--- src/rtl/conv_operand_loader_pkg.sv ---
`default_nettype none
`timescale 1ns/1ps
// ============================================================================
// Module   : conv_loader_pkg
// Purpose  : Shared constants and the FSM state type for conv_operand_loader.
//            Default operand width and matrix sizes, derived beat counts and
//            the counter width for one frame of staged operands.
// Revision : 1.0 - initial release
// ============================================================================
package conv_loader_pkg;

    localparam int DATA_W  = 8;
    localparam int A_DIM   = 4;
    localparam int B_DIM   = 3;
    localparam int N_A     = A_DIM * A_DIM;
    localparam int N_B     = B_DIM * B_DIM;
    localparam int N_BEATS = N_A + N_B;
    localparam int CNT_W   = $clog2(N_BEATS + 1);

    // FILL: accepting beats, PEND: frame staged and waiting for top,
    // FIRE: single cycle in which the committed operands and run are new.
    typedef enum logic [1:0] {
        FILL = 2'd0,
        PEND = 2'd1,
        FIRE = 2'd2
    } state_t;

endpackage : conv_loader_pkg
`default_nettype wire

--- src/rtl/conv_operand_loader_if.sv ---
`default_nettype none
`timescale 1ns/1ps
// ============================================================================
// Module   : conv_operand_loader_if
// Purpose  : Serial operand byte stream with valid/ready handshake.
// Signals  : in_valid  - beat valid (master -> loader)
//            in_data   - beat payload (master -> loader)
//            in_ready  - loader accepts the beat this cycle (loader -> master)
// Modports : master (stream source), slave (loader)
// Revision : 1.0 - initial release
// ============================================================================
interface conv_operand_loader_if #(
    parameter int DATA_W = conv_loader_pkg::DATA_W
);
    logic              in_valid;
    logic [DATA_W-1:0] in_data;
    logic              in_ready;

    modport master (output in_valid, output in_data, input  in_ready);
    modport slave  (input  in_valid, input  in_data, output in_ready);

endinterface : conv_operand_loader_if
`default_nettype wire

--- src/rtl/conv_operand_loader_stage_buf.sv ---
`default_nettype none
`timescale 1ns/1ps
// ============================================================================
// Module   : operand_stage_buf
// Purpose  : DEPTH x DATA_W staging buffer. One indexed write per cycle, the
//            whole contents are visible as a flat vector (entry 0 in the LSBs).
// Ports    : clk     - clock, rising edge
//            reset   - asynchronous, active-low; clears every entry
//            wr_en   - write strobe
//            wr_idx  - entry to write (caller keeps it below DEPTH)
//            wr_data - data written
//            rd_flat - flat read-out of all entries
// Revision : 1.0 - initial release
// ============================================================================
module operand_stage_buf #(
    parameter int DATA_W = 8,
    parameter int DEPTH  = 25,
    parameter int IDX_W  = 5
) (
    input  wire logic                    clk,
    input  wire logic                    reset,
    input  wire logic                    wr_en,
    input  wire logic [IDX_W-1:0]        wr_idx,
    input  wire logic [DATA_W-1:0]       wr_data,
    output logic      [DEPTH*DATA_W-1:0] rd_flat
);

    logic [DEPTH-1:0][DATA_W-1:0] mem;

    always_ff @(posedge clk or negedge reset) begin
        if (!reset) begin
            mem <= '0;
        end else if (wr_en) begin
            mem[wr_idx] <= wr_data;
        end
    end

    assign rd_flat = mem;

endmodule : operand_stage_buf
`default_nettype wire

--- src/rtl/conv_operand_loader.sv ---
`default_nettype none
`timescale 1ns/1ps
// ============================================================================
// Module   : conv_operand_loader
// Purpose  : Collects image and filter operands from a serial byte stream
//            into a staging buffer, then commits them to stable parallel
//            outputs and pulses run for one cycle. The next frame can be
//            staged while the downstream top is still computing.
// Ports    : clk     - clock, rising edge
//            reset   - asynchronous, active-low; clears all state
//            stream  - operand byte stream (slave side)
//            done    - 1-cycle pulse from top: result finished
//            a_flat  - committed image, a11 in the LSBs
//            b_flat  - committed filter, b11 in the LSBs
//            run     - 1-cycle start pulse to top
//            busy    - top computing (run issued, done not yet seen)
//            err     - sticky checksum error
// Config   : CONV_LOADER_CHECKSUM_EN - frames carry a trailing checksum beat
//            (sum of all operand beats mod 2^DATA_W); a mismatching frame is
//            dropped and err is set. Undefined: no checksum, err tied low.
// Revision : 1.0 - initial release
// ============================================================================
module conv_operand_loader #(
    parameter int DATA_W = conv_loader_pkg::DATA_W,
    parameter int A_DIM  = conv_loader_pkg::A_DIM,
    parameter int B_DIM  = conv_loader_pkg::B_DIM
) (
    input  wire logic                          clk,
    input  wire logic                          reset,
    conv_operand_loader_if.slave               stream,
    input  wire logic                          done,
    output logic [A_DIM*A_DIM*DATA_W-1:0]      a_flat,
    output logic [B_DIM*B_DIM*DATA_W-1:0]      b_flat,
    output logic                               run,
    output logic                               busy,
    output logic                               err
);

    import conv_loader_pkg::*;

    localparam int N_IMG   = A_DIM * A_DIM;
    localparam int N_FLT   = B_DIM * B_DIM;
    localparam int N_STAGE = N_IMG + N_FLT;
`ifdef CONV_LOADER_CHECKSUM_EN
    localparam int N_FRAME = N_STAGE + 1;
`else
    localparam int N_FRAME = N_STAGE;
`endif
    localparam int          CW   = $clog2(N_FRAME);
    localparam logic [CW-1:0] LAST = CW'(N_FRAME - 1);

    state_t                    state;
    state_t                    state_nxt;
    logic [CW-1:0]             cnt;
    logic                      accept;
    logic                      last_beat;
    logic                      stage_we;
    logic                      fire_go;
    logic                      frame_ok;
    logic [N_STAGE*DATA_W-1:0] stage_flat;

    // Ready depends on state only, so the handshake has no combinational
    // path back from in_valid.
    assign stream.in_ready = (state == FILL);
    assign accept          = stream.in_valid & stream.in_ready;
    assign last_beat       = accept & (cnt == LAST);
    // The checksum beat (when present) is not stored.
    assign stage_we        = accept & (cnt < CW'(N_STAGE));
    // A done arriving while pending frees top in the same cycle.
    assign fire_go         = (state == PEND) & (~busy | done);

    operand_stage_buf #(
        .DATA_W (DATA_W),
        .DEPTH  (N_STAGE),
        .IDX_W  (CW)
    ) u_stage (
        .clk     (clk),
        .reset   (reset),
        .wr_en   (stage_we),
        .wr_idx  (cnt),
        .wr_data (stream.in_data),
        .rd_flat (stage_flat)
    );

`ifdef CONV_LOADER_CHECKSUM_EN
    logic [DATA_W-1:0] csum;

    // Running sum of the operand beats; restarts with every frame.
    always_ff @(posedge clk or negedge reset) begin
        if (!reset) begin
            csum <= '0;
        end else if (accept) begin
            csum <= last_beat ? '0 : csum + stream.in_data;
        end
    end

    assign frame_ok = (csum == stream.in_data);

    always_ff @(posedge clk or negedge reset) begin
        if (!reset) begin
            err <= 1'b0;
        end else if (last_beat && !frame_ok) begin
            err <= 1'b1;
        end
    end
`else
    assign frame_ok = 1'b1;
    assign err      = 1'b0;
`endif

    always_ff @(posedge clk or negedge reset) begin
        if (!reset) begin
            state <= FILL;
        end else begin
            state <= state_nxt;
        end
    end

    always_comb begin
        state_nxt = state;
        case (state)
            FILL: begin
                if (last_beat) begin
                    state_nxt = frame_ok ? PEND : FILL;
                end
            end
            PEND: begin
                if (fire_go) begin
                    state_nxt = FIRE;
                end
            end
            FIRE:    state_nxt = FILL;
            default: state_nxt = FILL;
        endcase
    end

    always_ff @(posedge clk or negedge reset) begin
        if (!reset) begin
            cnt <= '0;
        end else if (accept) begin
            cnt <= (cnt == LAST) ? '0 : cnt + CW'(1);
        end
    end

    // Commit registers: operands move only on entry to FIRE. A done seen
    // during FIRE belongs to the previous computation and is dropped.
    always_ff @(posedge clk or negedge reset) begin
        if (!reset) begin
            a_flat <= '0;
            b_flat <= '0;
            run    <= 1'b0;
            busy   <= 1'b0;
        end else begin
            run <= fire_go;
            if (fire_go) begin
                a_flat <= stage_flat[N_IMG*DATA_W-1:0];
                b_flat <= stage_flat[N_STAGE*DATA_W-1:N_IMG*DATA_W];
                busy   <= 1'b1;
            end else if (done && (state != FIRE)) begin
                busy   <= 1'b0;
            end
        end
    end

endmodule : conv_operand_loader
`default_nettype wire

--- src/flat_wrapper.sv ---
// flat-port wrapper written by rule: the top's interface ports become plain ports
module conv_operand_loader_flat import conv_loader_pkg::*;
#(
    parameter int DATA_W = conv_loader_pkg::DATA_W,
    parameter int A_DIM  = conv_loader_pkg::A_DIM,
    parameter int B_DIM  = conv_loader_pkg::B_DIM
)
  (clk, reset, done, a_flat, b_flat, run, busy, err, stream_in_valid, stream_in_data, stream_in_ready);
  conv_operand_loader_if #(.DATA_W(DATA_W)) stream_i ();
  input  wire logic clk;
  input  wire logic reset;
  input  wire logic done;
  output logic [A_DIM*A_DIM*DATA_W-1:0] a_flat;
  output logic [B_DIM*B_DIM*DATA_W-1:0] b_flat;
  output logic run;
  output logic busy;
  output logic err;
  input wire logic [$bits(stream_i.in_valid)-1:0] stream_in_valid;
  input wire logic [$bits(stream_i.in_data)-1:0] stream_in_data;
  output wire logic [$bits(stream_i.in_ready)-1:0] stream_in_ready;
  assign stream_i.in_valid = stream_in_valid;
  assign stream_i.in_data = stream_in_data;
  assign stream_in_ready = stream_i.in_ready;
  conv_operand_loader #(.DATA_W(DATA_W), .A_DIM(A_DIM), .B_DIM(B_DIM)) u_core (.clk(clk), .reset(reset), .stream(stream_i), .done(done), .a_flat(a_flat), .b_flat(b_flat), .run(run), .busy(busy), .err(err));
endmodule
--- config.mk ---
export PLATFORM = sky130hd
export DESIGN_NAME = conv_operand_loader_flat
export DESIGN_NICKNAME = d
export VERILOG_FILES = /design/src/rtl/conv_operand_loader_pkg.sv /design/src/rtl/conv_operand_loader_if.sv /design/src/rtl/conv_operand_loader_stage_buf.sv /design/src/rtl/conv_operand_loader.sv /design/src/flat_wrapper.sv
export SDC_FILE = /design/constraint.sdc
export NUM_CORES = 1
export LEC_CHECK = 0
export CAP_MARGIN = 20
export CORE_MARGIN = 2
export CORE_UTILIZATION = 25
export CTS_CLUSTER_SIZE = 16
export DETAILED_ROUTE_END_ITERATION = 12
export GPL_ROUTABILITY_DRIVEN = 0
export PLACE_DENSITY_LB_ADDON = 0.15
export REMOVE_ABC_BUFFERS = 1
export SYNTH_ARGS = -nofsm -noshare
export SYNTH_HDL_FRONTEND = slang
export SYNTH_SLANG_ARGS = --single-unit
--- constraint.sdc ---
create_clock -name clk -period 2.2 [get_ports clk]
set_input_delay 0.33 -clock clk [delete_from_list [all_inputs] [get_ports clk]]
set_output_delay 0.33 -clock clk [all_outputs]
set_load 0.05 [all_outputs]
Word level (Yosys, flattened, before mapping)
Cells that the tools add are included.

word-level totals
  register bits after elaboration = 409
  bits of input ports = 12
  word-level logic and storage cells = 60

operators by class
  add/sub/neg operators = 1
  $lt $le $gt $ge = 3
  equality and inequality tests = 5
  mux-type cells = 9
  bitwise operators = 6
  reduce and logical (&&, ||, !) cells = 5

operator list
  operator                                                                 count
  200-bit bitwise mux                                                      1
  8-bit demux with 5-bit select                                            1
  8-bit 2-to-1 mux                                                         1
  5-bit by 6-bit < comparator with 1-bit output, second input constant     1
  5-bit by 1-bit adder with 5-bit output, second input constant            1
  5-bit == test, second input constant                                     1
  5-bit by 1-bit >= comparator with 1-bit output, second input constant    1
  5-bit < comparator, second input constant                                1
  5-bit 2-to-1 mux                                                         1
  1-bit bitwise AND                                                        4
  2-bit 2-to-1 mux                                                         2
  2-bit inequality test, second input constant                             2
  2-bit case mux with 2 select lines                                       1
  2-bit by 1-bit == test with 1-bit output, second input constant          1
  1-bit logical AND                                                        2
  2-bit logical NOT                                                        1
  1-bit 2-to-1 mux                                                         2
  2-bit by 1-bit inequality test with 1-bit output, second input constant  1
  2-bit AND reduction                                                      1
  2-bit nonzero test                                                       1
  1-bit NOT                                                                1
  1-bit bitwise OR                                                         1

Depth between registers and ports, before layout
Gate-level depths: netlist of the first run.

  depth in word-level cells = 5
  mapped depth = 7
  mapped depth without buffers = 5

Hierarchy
A second synthesis of the first run with hierarchy kept.

second synthesis, totals
  cell total of the unflattened synthesis = 932
  area, all modules = 16,532.1 sq um

modules (own cells, without submodules)
  module               times used  cells an instance  area an instance (sq um)
  conv_operand_loader  1           470                8,798.4
  operand_stage_buf    1           462                7,733.7

Worst setup path after synthesis of the first run
Ideal clock, no wire load.

  path type = register to register
  start point = register u_core.cnt[0]
  end point = register u_core.u_stage.mem (netlist bit u_core.u_stage.rd_flat[192])
  library setup time = 0.125 ns
  arrival = 1.773 ns
  setup slack = 0.302 ns
  stages on the path, launching flop included = 7
  path through = dfrtp_1 > inv_1 > ha_1 > nand4b_1 > or4_1 > buf_6 > mux2_4

on the way
  cells in the longest elaborated chain, start to end = 5

RTL lines
  element                                                                                                                                       line                                 source
  start: declaration                                                                                                                            conv_operand_loader.sv:54            logic [CW-1:0] cnt;
  start signal: assignment                                                                                                                      conv_operand_loader.sv:141           cnt <= (cnt == LAST) ? '0 : cnt + CW'(1);
  5-bit by 6-bit < comparator with 1-bit output (not written as such) / 5-bit by 1-bit >= comparator with 1-bit output (equally long branches)  conv_operand_loader_stage_buf.sv:34  mem[wr_idx] <= wr_data;
  1-bit logical AND (not written as such)                                                                                                       conv_operand_loader_stage_buf.sv:34
  8-bit 2-to-1 mux (not written as such)                                                                                                        conv_operand_loader_stage_buf.sv:34
  8-bit demux with 5-bit select                                                                                                                 conv_operand_loader_stage_buf.sv:34
  200-bit bitwise mux                                                                                                                           conv_operand_loader_stage_buf.sv:34
  end signal: indexed assignment                                                                                                                conv_operand_loader_stage_buf.sv:34
  end: declaration                                                                                                                              conv_operand_loader_stage_buf.sv:28  logic [DEPTH-1:0][DATA_W-1:0] mem;

Several ways; a longest one is shown, not always the timed one.
A chain may end at the register's enable or synchronous reset.

Worst setup path after layout of the first run
  start point = register u_core.b_flat[55]
  end point = output port b_flat[55]

RTL lines
  element                   line                        source
  start: declaration        conv_operand_loader.sv:33   output logic [B_DIM*B_DIM*DATA_W-1:0] b_flat,
  start signal: assignment  conv_operand_loader.sv:157  b_flat <= stage_flat[N_STAGE*DATA_W-1:N_IMG*DATA_W];
  end: declaration          flat_wrapper.sv:14          output logic [B_DIM*B_DIM*DATA_W-1:0] b_flat;

No word-level cell between the ends.

==> results of run 1 <==
-- worst max-delay path by stage --
stage / end / depth (start not counted)
3_5_place_dp: u_core.u_stage.rd_flat[195] / 5
2_1_floorplan: u_core.a_flat[0] / 4
5_1_grt: b_flat[31] / 1
6_report: b_flat[55] / 1
4_1_cts: busy / 1
3_3_place_gp: u_core.u_stage.rd_flat[192] / 5
-- cell usage in the layout (no fill, tap or decap), types with 3 or more instances in the layout --
cell / count
dfrtp_1: 409
mux2_2: 392
clkdlybuf4s50_1: 199
buf_4: 50
clkbuf_16: 47
buf_12: 19
nand3_1: 15
clkbuf_1: 13
clkbuf_8: 9
mux2_4: 8
buf_2: 8
o21ai_0: 6
dlymetal6s2s_1: 5
inv_1: 4
nor3b_2: 4
nand4_1: 4
and4_1: 4
nand2_1: 4
ha_1: 4
clkinv_2: 4
nand2b_1: 3
nor2b_1: 3
a21oi_1: 3
-- through the flow --
stage	std cells	area (µm²)	TNS [ns]	total power (W)	hold slack [ns]
floorplan	880	15200	-596.06	0.0185	0.0344
global placement	1952	19100	-2.25	0.0224	0.342
detailed placement	1952	19100	-1.47	0.0226	0.354
CTS	2029	20500	0	0.0301	0.316
global route	2029	20500	0	0.0312	0.330
finish	2029	20500	0	0.0296	0.319
-- sequential cells by signal (all words and copies together), names as in the netlist --
register                count
u_core.a_flat             128
u_core.run                  1
u_core.state                2
u_core.cnt                  5
u_core.b_flat              72
u_core.u_stage.rd_flat    200
u_core.busy                 1
-- layout make-up --
type	count	area [µm²]
Fill cell	6080	40900
Sequential cell	409	10200
Multi-Input combinational cell	465	5000
Timing Repair Buffer	283	2880
Clock buffer	69	1350
Tap cell	790	988
Clock inverter	7	66.3
Inverter	6	25.0
-- power groups by stage --
stage               sequential, W  clock, W  combinational [W]
global route               0.0120   0.00794             0.0112
floorplan                  0.0153         0            0.00318
detailed placement         0.0118         0             0.0108
finish                     0.0116   0.00732             0.0106
CTS                        0.0117   0.00763             0.0108
global placement           0.0118         0             0.0106
-- metal layers --
layer | part of all wire, % | track usage [%] | vias to the layer above | wire [µm]
met2 | 48 | 20.9 | 154 | 19300
met3 | 4.1 | 2.79 | 50 | 1650
met4 | 1.9 | 3.25 | 0 | 762
met5 | 0 | 0 | - | 0
li1 | - | - | 3860 | -
met1 | 46 | 17.3 | 4569 | 18600
-- kinds of logic after synthesis --
kind of cell,count (synthesis)
other,1
adder cells (fa/ha/maj),4
AO/OA/AOI/OAI,11
flip-flops,409
multiplexers,400
AND/OR/NAND/NOR,49
buffers and inverters,58
-- timing repair --
action | 4_1_cts | 5_1_grt
hold endpoints to repair | 46 | 0
gates resized for setup | 0 | 7
hold buffers | 1 | 0
setup endpoints to repair | 0 | 21
==> results.ini, run 1 <==
[final_layout]
drive_above_1_share_pct = 44.3
area_growth_pct = 32.7
n_antenna_cell = 0
final_core_util_pct = 33.4
nets = 1227

[clock_network]
tritoncts = yes
post_cts_buffers = 0
clock_sinks = 409
cts_htree_levels = 2
cts_buffer_depth = 3
insertion_delay_ns = 0.57
clk_pin_slew_ns = 0.06
cts_root_buffer = clkbuf_16
cts_made_buffers = 46

[synthesis]
synth_area_leader_cell = dfrtp_1
syn-cell-area_um2 = 15500
synth.top_cells.by_count = dfrtp_1 (409), mux2_2 (392), buf_2 (26)
synth_cell_types = 33
synth_most_common_cell = dfrtp_1
synth_top_area_share_pct = 66.1
yosysWarningCount = 0
synthMuxAreaShare_pct = 29.3
syn_inst = 932
synthArstFlopShare_pct = 100
ys_top_cells_by_area = dfrtp_1 (66%), mux2_2 (29%), buf_2 (0.84%), mux2_4 (0.78%), clkbuf_1 (0.51%)
synth_edf_count = 0
synth_compound_area_share_pct = 0.380
synth_top_family_by_area = multiplexers
synth_fa_ha_area_share_pct = 0.323
synthSimpleGateAreaFrac_pct = 2.13
ys_seq_elements = 409
syn_area_per_cell_um2 = 16.6
synth_xor_area_share_pct = 0
ys.flop_type = dfrtp_1
synth_seq_area_share_pct = 66.1

[detailed_routing]
viasPerCell = 4.25
drt_iter0_drc = 325
vias = 8633
drcViolationCount = 0
drt-total-wl_mm = 40.4
postRouteAntennaNets = 0
dr.pass1.iters = 4
wl_per_cell_um = 19.9

[pwr]
peakVddDrop_uv = 791
seqPwrFrac_pct = 39.4
pwr-share-clk_pct = 24.8
netSwitchingPower_w = 0.0107
swShare_pct = 36.0
cellPowerDensity_nw_per_um2 = 1440
p_leak_nw = 9.78
combPwrFrac_pct = 35.9
internal_power_w = 0.0189

[min_path]
hp-class = in -> reg
whs_path_depth = 2
whs_endpoint = u_core.u_stage.rd_flat[196]
hp-start = stream_in_data[4]

[worst_setup_path]
cpLargestDelayFamily = buffers and inverters
r2r_cells = 4
regToRegEndpoint = u_core.u_stage.rd_flat[195]
worstPathRequired_ns = 1.87
worst_setup_path_end_kind = primary output
crit_arrival_ns = 1.80
cp-start-kind = flip-flop
r2r_setup_slack_ns = 0.15
r2r-start = u_core.state[1]
path_cells = clkdlybuf4s50_1
path_buf_inv = 1
path_max_fanout = 2
timing_worst_setup_path_type = reg -> out
crit_start = u_core.b_flat[55]
max_stage_delay_ns = 0.82
crit_slowest_cell = clkdlybuf4s50_1

[floorplan]
die_w_um = 253
rows = 91
core_area_um2 = 61500
ioPinCount = 216
fp.dieH_um = 253
die-area_um2 = 63900
start_util_pct = 25.2

[timing]
rsz0062_at_grt = false
post-route-period-util_pct = 96.8
worst_slew_pin_slew_ns = 0.929
finalHoldViolations = 0
slew_violations = 0
fin_ws_ns = 0.0713
setup_viol = 0
fin_worst_skew_ns = 0.0157
fmax_mhz = 470
slew_headroom_pct = 38.1
period_minus_slack_ns = 2.13

[global_routing]
grt_max_degree = 67
grt_first_pass_wirelength_mm = 61.0
grt_overflow = 0
grt_pass1_vias = 9267
antenna_found_initial = 2
globalRouteTotalUtil_pct = 12.8

[status]
outcome = complete, no violations

[job]
maxCapViolations = 0

[place]
dp_slack_ns = -0.169
hpwlAfterDp_mm = 25.7
portBuffers = 214

(Power assumes the default switching activity.)
==> run 2, diff against run 1 <==
Settings changed: CORE_UTILIZATION 25 to 54.
Clock period 2.2 ns to 2 ns, I/O delays scaled along.
==> results.ini, run 2 (same netlist as run 1, synthesis figures left out) <==
[pwr]
cellPowerDensity_nw_per_um2 = 1590
peakVddDrop_uv = 1170
p_leak_nw = 11.2

[timing]
worst_slew_pin_slew_ns = 0.592
rsz0062_at_grt = false
fin_worst_skew_ns = 0.00889
fin_ws_ns = 0.0263
setup_viol = 0
hold_slack_ns = 0.273
slew_violations = 0
slew_headroom_pct = 60.7
fmax_mhz = 507
period_minus_slack_ns = 1.97
post-route-period-util_pct = 98.7
finalHoldViolations = 0

[worst_setup_path]
path_cells = clkdlybuf4s50_1
r2r_setup_slack_ns = 0.11
path_max_fanout = 2
worstPathRequired_ns = 1.70
cpLargestDelayFamily = buffers and inverters
r2r-start = u_core.state[1]
r2r_cells = 4
max_stage_delay_ns = 0.80
worst_setup_path_end_kind = primary output
crit_arrival_ns = 1.67
path_buf_inv = 1
regToRegEndpoint = u_core.u_stage.rd_flat[194]
crit_slowest_cell = clkdlybuf4s50_1
cp-start-kind = flip-flop
timing_worst_setup_path_type = reg -> out

[floorplan]
fp.dieH_um = 173
start_util_pct = 55.3
die_w_um = 173
core_area_um2 = 28000
ioPinCount = 216
rows = 61
die-area_um2 = 30000

[final_layout]
nets = 1231
fin_area_um2 = 20000
final_common_cell = dfrtp_1
n_antenna_cell = 0
final_cells = 1626
largest_reg_flops = 200
area_growth_pct = 29.2
drive_above_1_share_pct = 44.5
final_cell_mix = dfrtp_1 (409), mux2_2 (392), dlygate4sd2_1 (149)

[global_routing]
grt_pass1_vias = 9298
grt_overflow = 0
grt_first_pass_wirelength_mm = 52.6
grt_max_degree = 65
antenna_found_initial = 1
globalRouteTotalUtil_pct = 22.3

[min_path]
hp-class = in -> async

[detailed_routing]
vias = 8651
drcViolationCount = 0
dr.pass1.iters = 4
viasPerCell = 5.32
wl_per_cell_um = 20.1
drt_iter0_drc = 380
postRouteAntennaNets = 0
drt-total-wl_mm = 32.7

[clock_network]
clock_sinks = 409
tritoncts = yes
post_cts_buffers = 0
insertion_delay_ns = 0.53
clk_pin_slew_ns = 0.06
cts_buffer_depth = 3
cts_made_buffers = 42
cts_root_buffer = clkbuf_16
cts_htree_levels = 2

[place]
hpwlAfterDp_mm = 21.0
dp_slack_ns = -0.269
dp.cells = 1548
portBuffers = 214
placed_area_um2 = 18600

[status]
outcome = complete, no violations

[job]
maxCapViolations = 0

## run 2: cell types whose count changed in the layout (fill, tap and decap cells not counted), moves of 2 or more
cell,before,now
dlymetal6s2s_1,5,47
clkdlybuf4s50_1,199,14
clkbuf_16,47,45
clkbuf_1,13,9
buf_12,19,15
dlygate4sd2_1,0,149
bufinv_16,1,3
buf_4,50,64
buf_2,8,0
clkinv_2,4,11
## run 2: worst max-delay path by stage
stage	start	end	slack (ns)	cells after the start
2_1_floorplan	u_core.state[1]	u_core.a_flat[0]	-4.07	4
3_3_place_gp	stream_in_valid	u_core.u_stage.rd_flat[197]	-0.25	5
3_5_place_dp	stream_in_valid	u_core.u_stage.rd_flat[195]	-0.27	5
4_1_cts	u_core.a_flat[35]	a_flat[35]	0.0002	1
5_1_grt	u_core.run	run	0.0003	1
6_report	u_core.a_flat[70]	a_flat[70]	0.03	1
## run 2: power by group
part	switching, W	internal [W]
Clock	0.00310	0.00486
Combinational	0.00679	0.00426
Sequential	0.00160	0.0112
Total	0.0115	0.0203
## run 2: metrics by stage
stage | total power, W | setup TNS (ns) | utilization (%)
final | 0.0318 | 0 | 71.4
after global routing | 0.0332 | 0 | 71.4
after CTS | 0.0321 | 0 | 71.0
after detailed placement | 0.0247 | -8.30 | 66.5
after global placement | 0.0244 | -6.10 | 66.5
after floorplan | 0.0203 | -660.79 | -
## run 2: area by class of cell
class,instances,area [µm²]
timing repair buffer,291,2840
sequential,409,10200
tap,378,473
clock inverter,13,140
clock buffer,64,1300
multi-input combinational,465,4990
fill,1922,8010
inverter,6,23.8
## run 2: what timing repair did
action	4_1_cts	5_1_grt
endpoints found under the setup margin	149	64
pin swaps	0	0
endpoints found under the hold margin	36	0
gates resized for setup	149	48
hold buffers	1	0
## run 2: layer usage
layer	track usage [%]	wire length (µm)	vias to the layer above
met5	0	12	-
met4	4.77	480	2
met3	4.98	1530	42
met2	36.0	15800	178
met1	31.3	14900	4545
li1	-	-	3884
==> run 3, diff against run 2 <==
Settings changed: CORE_UTILIZATION 54 to 45.
==> results.ini, run 3 (same netlist as run 1, synthesis figures left out) <==
[status]
outcome = complete, no violations

[floorplan]
start_util_pct = 45.9
die-area_um2 = 35900
ioPinCount = 216
die_w_um = 189
rows = 67
fp.dieH_um = 189
core_area_um2 = 33700

[worst_setup_path]
path_cells = buf_4 > nor4b_4 > buf_4 > nand3_1 > buf_6 > mux2_2
path_max_fanout = 10
timing_worst_setup_path_type = reg -> reg
cpMostUsedCell = buf_4
max_stage_delay_ns = 0.47
worst_setup_path_end_kind = flip-flop
crit_slowest_cell = dfrtp_2
worstPathRequired_ns = 2.41
cp-start-kind = flip-flop
crit_arrival_ns = 2.37

[detailed_routing]
wl_per_cell_um = 19.9
drt_iter0_drc = 390
viasPerCell = 5.15
drcViolationCount = 0
postRouteAntennaNets = 0
drt-total-wl_mm = 33.6
dr.pass1.iters = 4
vias = 8711

[timing]
setup_viol = 0
fmax_mhz = 509
slew_violations = 0
finalHoldViolations = 0
period_minus_slack_ns = 1.97
slew_headroom_pct = 56.5
worst_slew_pin_slew_ns = 0.653
post-route-period-util_pct = 98.3
fin_worst_skew_ns = 0.0134

[pwr]
internal_power_w = 0.0201
p_leak_nw = 11.2
cellPowerDensity_nw_per_um2 = 1570
combPwrFrac_pct = 34.7
netSwitchingPower_w = 0.0114
swShare_pct = 36.2
pwr-share-clk_pct = 24.9
seqPwrFrac_pct = 40.3
peakVddDrop_uv = 846

[global_routing]
grt_max_degree = 72
grt_pass1_vias = 9045
globalRouteTotalUtil_pct = 19.0
antenna_found_initial = 1
grt_overflow = 0
grt_first_pass_wirelength_mm = 52.9

[final_layout]
n_antenna_cell = 0
area_growth_pct = 29.6
seqCellArea_um2 = 10200
largest_reg_flops = 200
final_cells = 1693
fillers = 2691
drive_above_1_share_pct = 44.3
multi_input_area_um2 = 4990
final_core_util_pct = 59.5
final_common_cell = dfrtp_1
nets = 1229
final_cell_mix = dfrtp_1 (408), mux2_2 (392), dlygate4sd2_1 (150)

[clock_network]
tritoncts = yes
insertion_delay_ns = 0.53
clk_pin_slew_ns = 0.06
clock_sinks = 409
cts_htree_levels = 2
cts_buffer_depth = 3
cts_root_buffer = clkbuf_16
cts_made_buffers = 43

[place]
hpwlAfterDp_mm = 21.5
portBuffers = 214
dp.cells = 1614

[min_path]
hp-class = in -> async

[job]
maxCapViolations = 0

run 3: cell types whose count changed in the layout (fill, tap and decap cells not counted), sizes merged:
cell	change
clkinv	-4
clkbuf	+3
bufinv	-1
inv	+1
clkinvlp	+1
dlymetal6s2s	+1
clkdlybuf4s50	-3
dlygate4sd2	+1
buf	-2
run 3: cell type report:
| cell class | count | area share (%) |
|---|---|---|
| sequential | 409 | 51.0 |
| multi-input combinational | 465 | 24.9 |
| timing repair buffer | 288 | 14.1 |
| clock buffer | 67 | 6.47 |
| tap | 448 | 2.79 |
| clock inverter | 10 | 0.605 |
| inverter | 6 | 0.118 |
run 3: timing repair:
item                       in CTS  in global routing
resized for setup             150                 52
pin swaps                       0                  1
buffers inserted                0                  1
setup endpoints to repair     150                 62
hold endpoints to repair       31                  0
hold buffers                    1                  0
gates cloned                    0                  0
run 3: stage by stage:
stage	setup slack, ns	setup TNS (ns)	area, µm²	hold WS [ns]	power, W
6_report	0.0335	0	20100	0.284	0.0315
3_3_place_gp	-0.280	-8.36	18700	0.252	0.0244
5_1_grt	-0.0265	-0.294	20100	0.301	0.0330
2_1_floorplan	-4.07	-660.79	15200	0.00441	0.0203
3_5_place_dp	-0.254	-8.96	18700	0.247	0.0246
4_1_cts	0.000197	0	19900	0.282	0.0319
run 3: worst max-delay path, delay by kind of cell, from the launching register on:
kind | cells | cell delay (ns)
buf+inv | 3 | 0.56
flops | 1 | 0.47
mux | 1 | 0.27
simple gates | 2 | 0.54
run 3: power groups by stage:
stage	combinational [W]	sequential (W)	clock [W]
5_1_grt	0.0115	0.0131	0.00841
3_5_place_dp	0.0117	0.0129	0
6_report	0.0109	0.0127	0.00786
4_1_cts	0.0111	0.0128	0.00807
2_1_floorplan	0.00350	0.0168	0
3_3_place_gp	0.0115	0.0128	0
run 3: path summary, 6_finish.rpt:
kind,start,to,slack [ns],depth (start not counted)
max,u_core.cnt[2],u_core.u_stage.rd_flat[15],0.03,6
min in group clk,done,u_core.busy,0.43,4
min,reset,u_core.u_stage.rd_flat[80],0.28,2
max reg2reg,u_core.cnt[2],u_core.u_stage.rd_flat[15],0.03,6
min reg2reg,u_core.a_flat[21],u_core.a_flat[21],0.50,1
max in group asynchronous,reset,u_core.u_stage.rd_flat[175],0.98,3
run 3: layer usage:
| layer | part of all wire [%] | GRT usage, % | vias up |
|---|---|---|---|
| li1 | - | - | 3871 |
| met1 | 45 | 26.0 | 4603 |
| met2 | 47 | 30.5 | 190 |
| met3 | 6.4 | 5.38 | 45 |
| met4 | 1.4 | 3.85 | 2 |
| met5 | 0.027 | 0 | - |
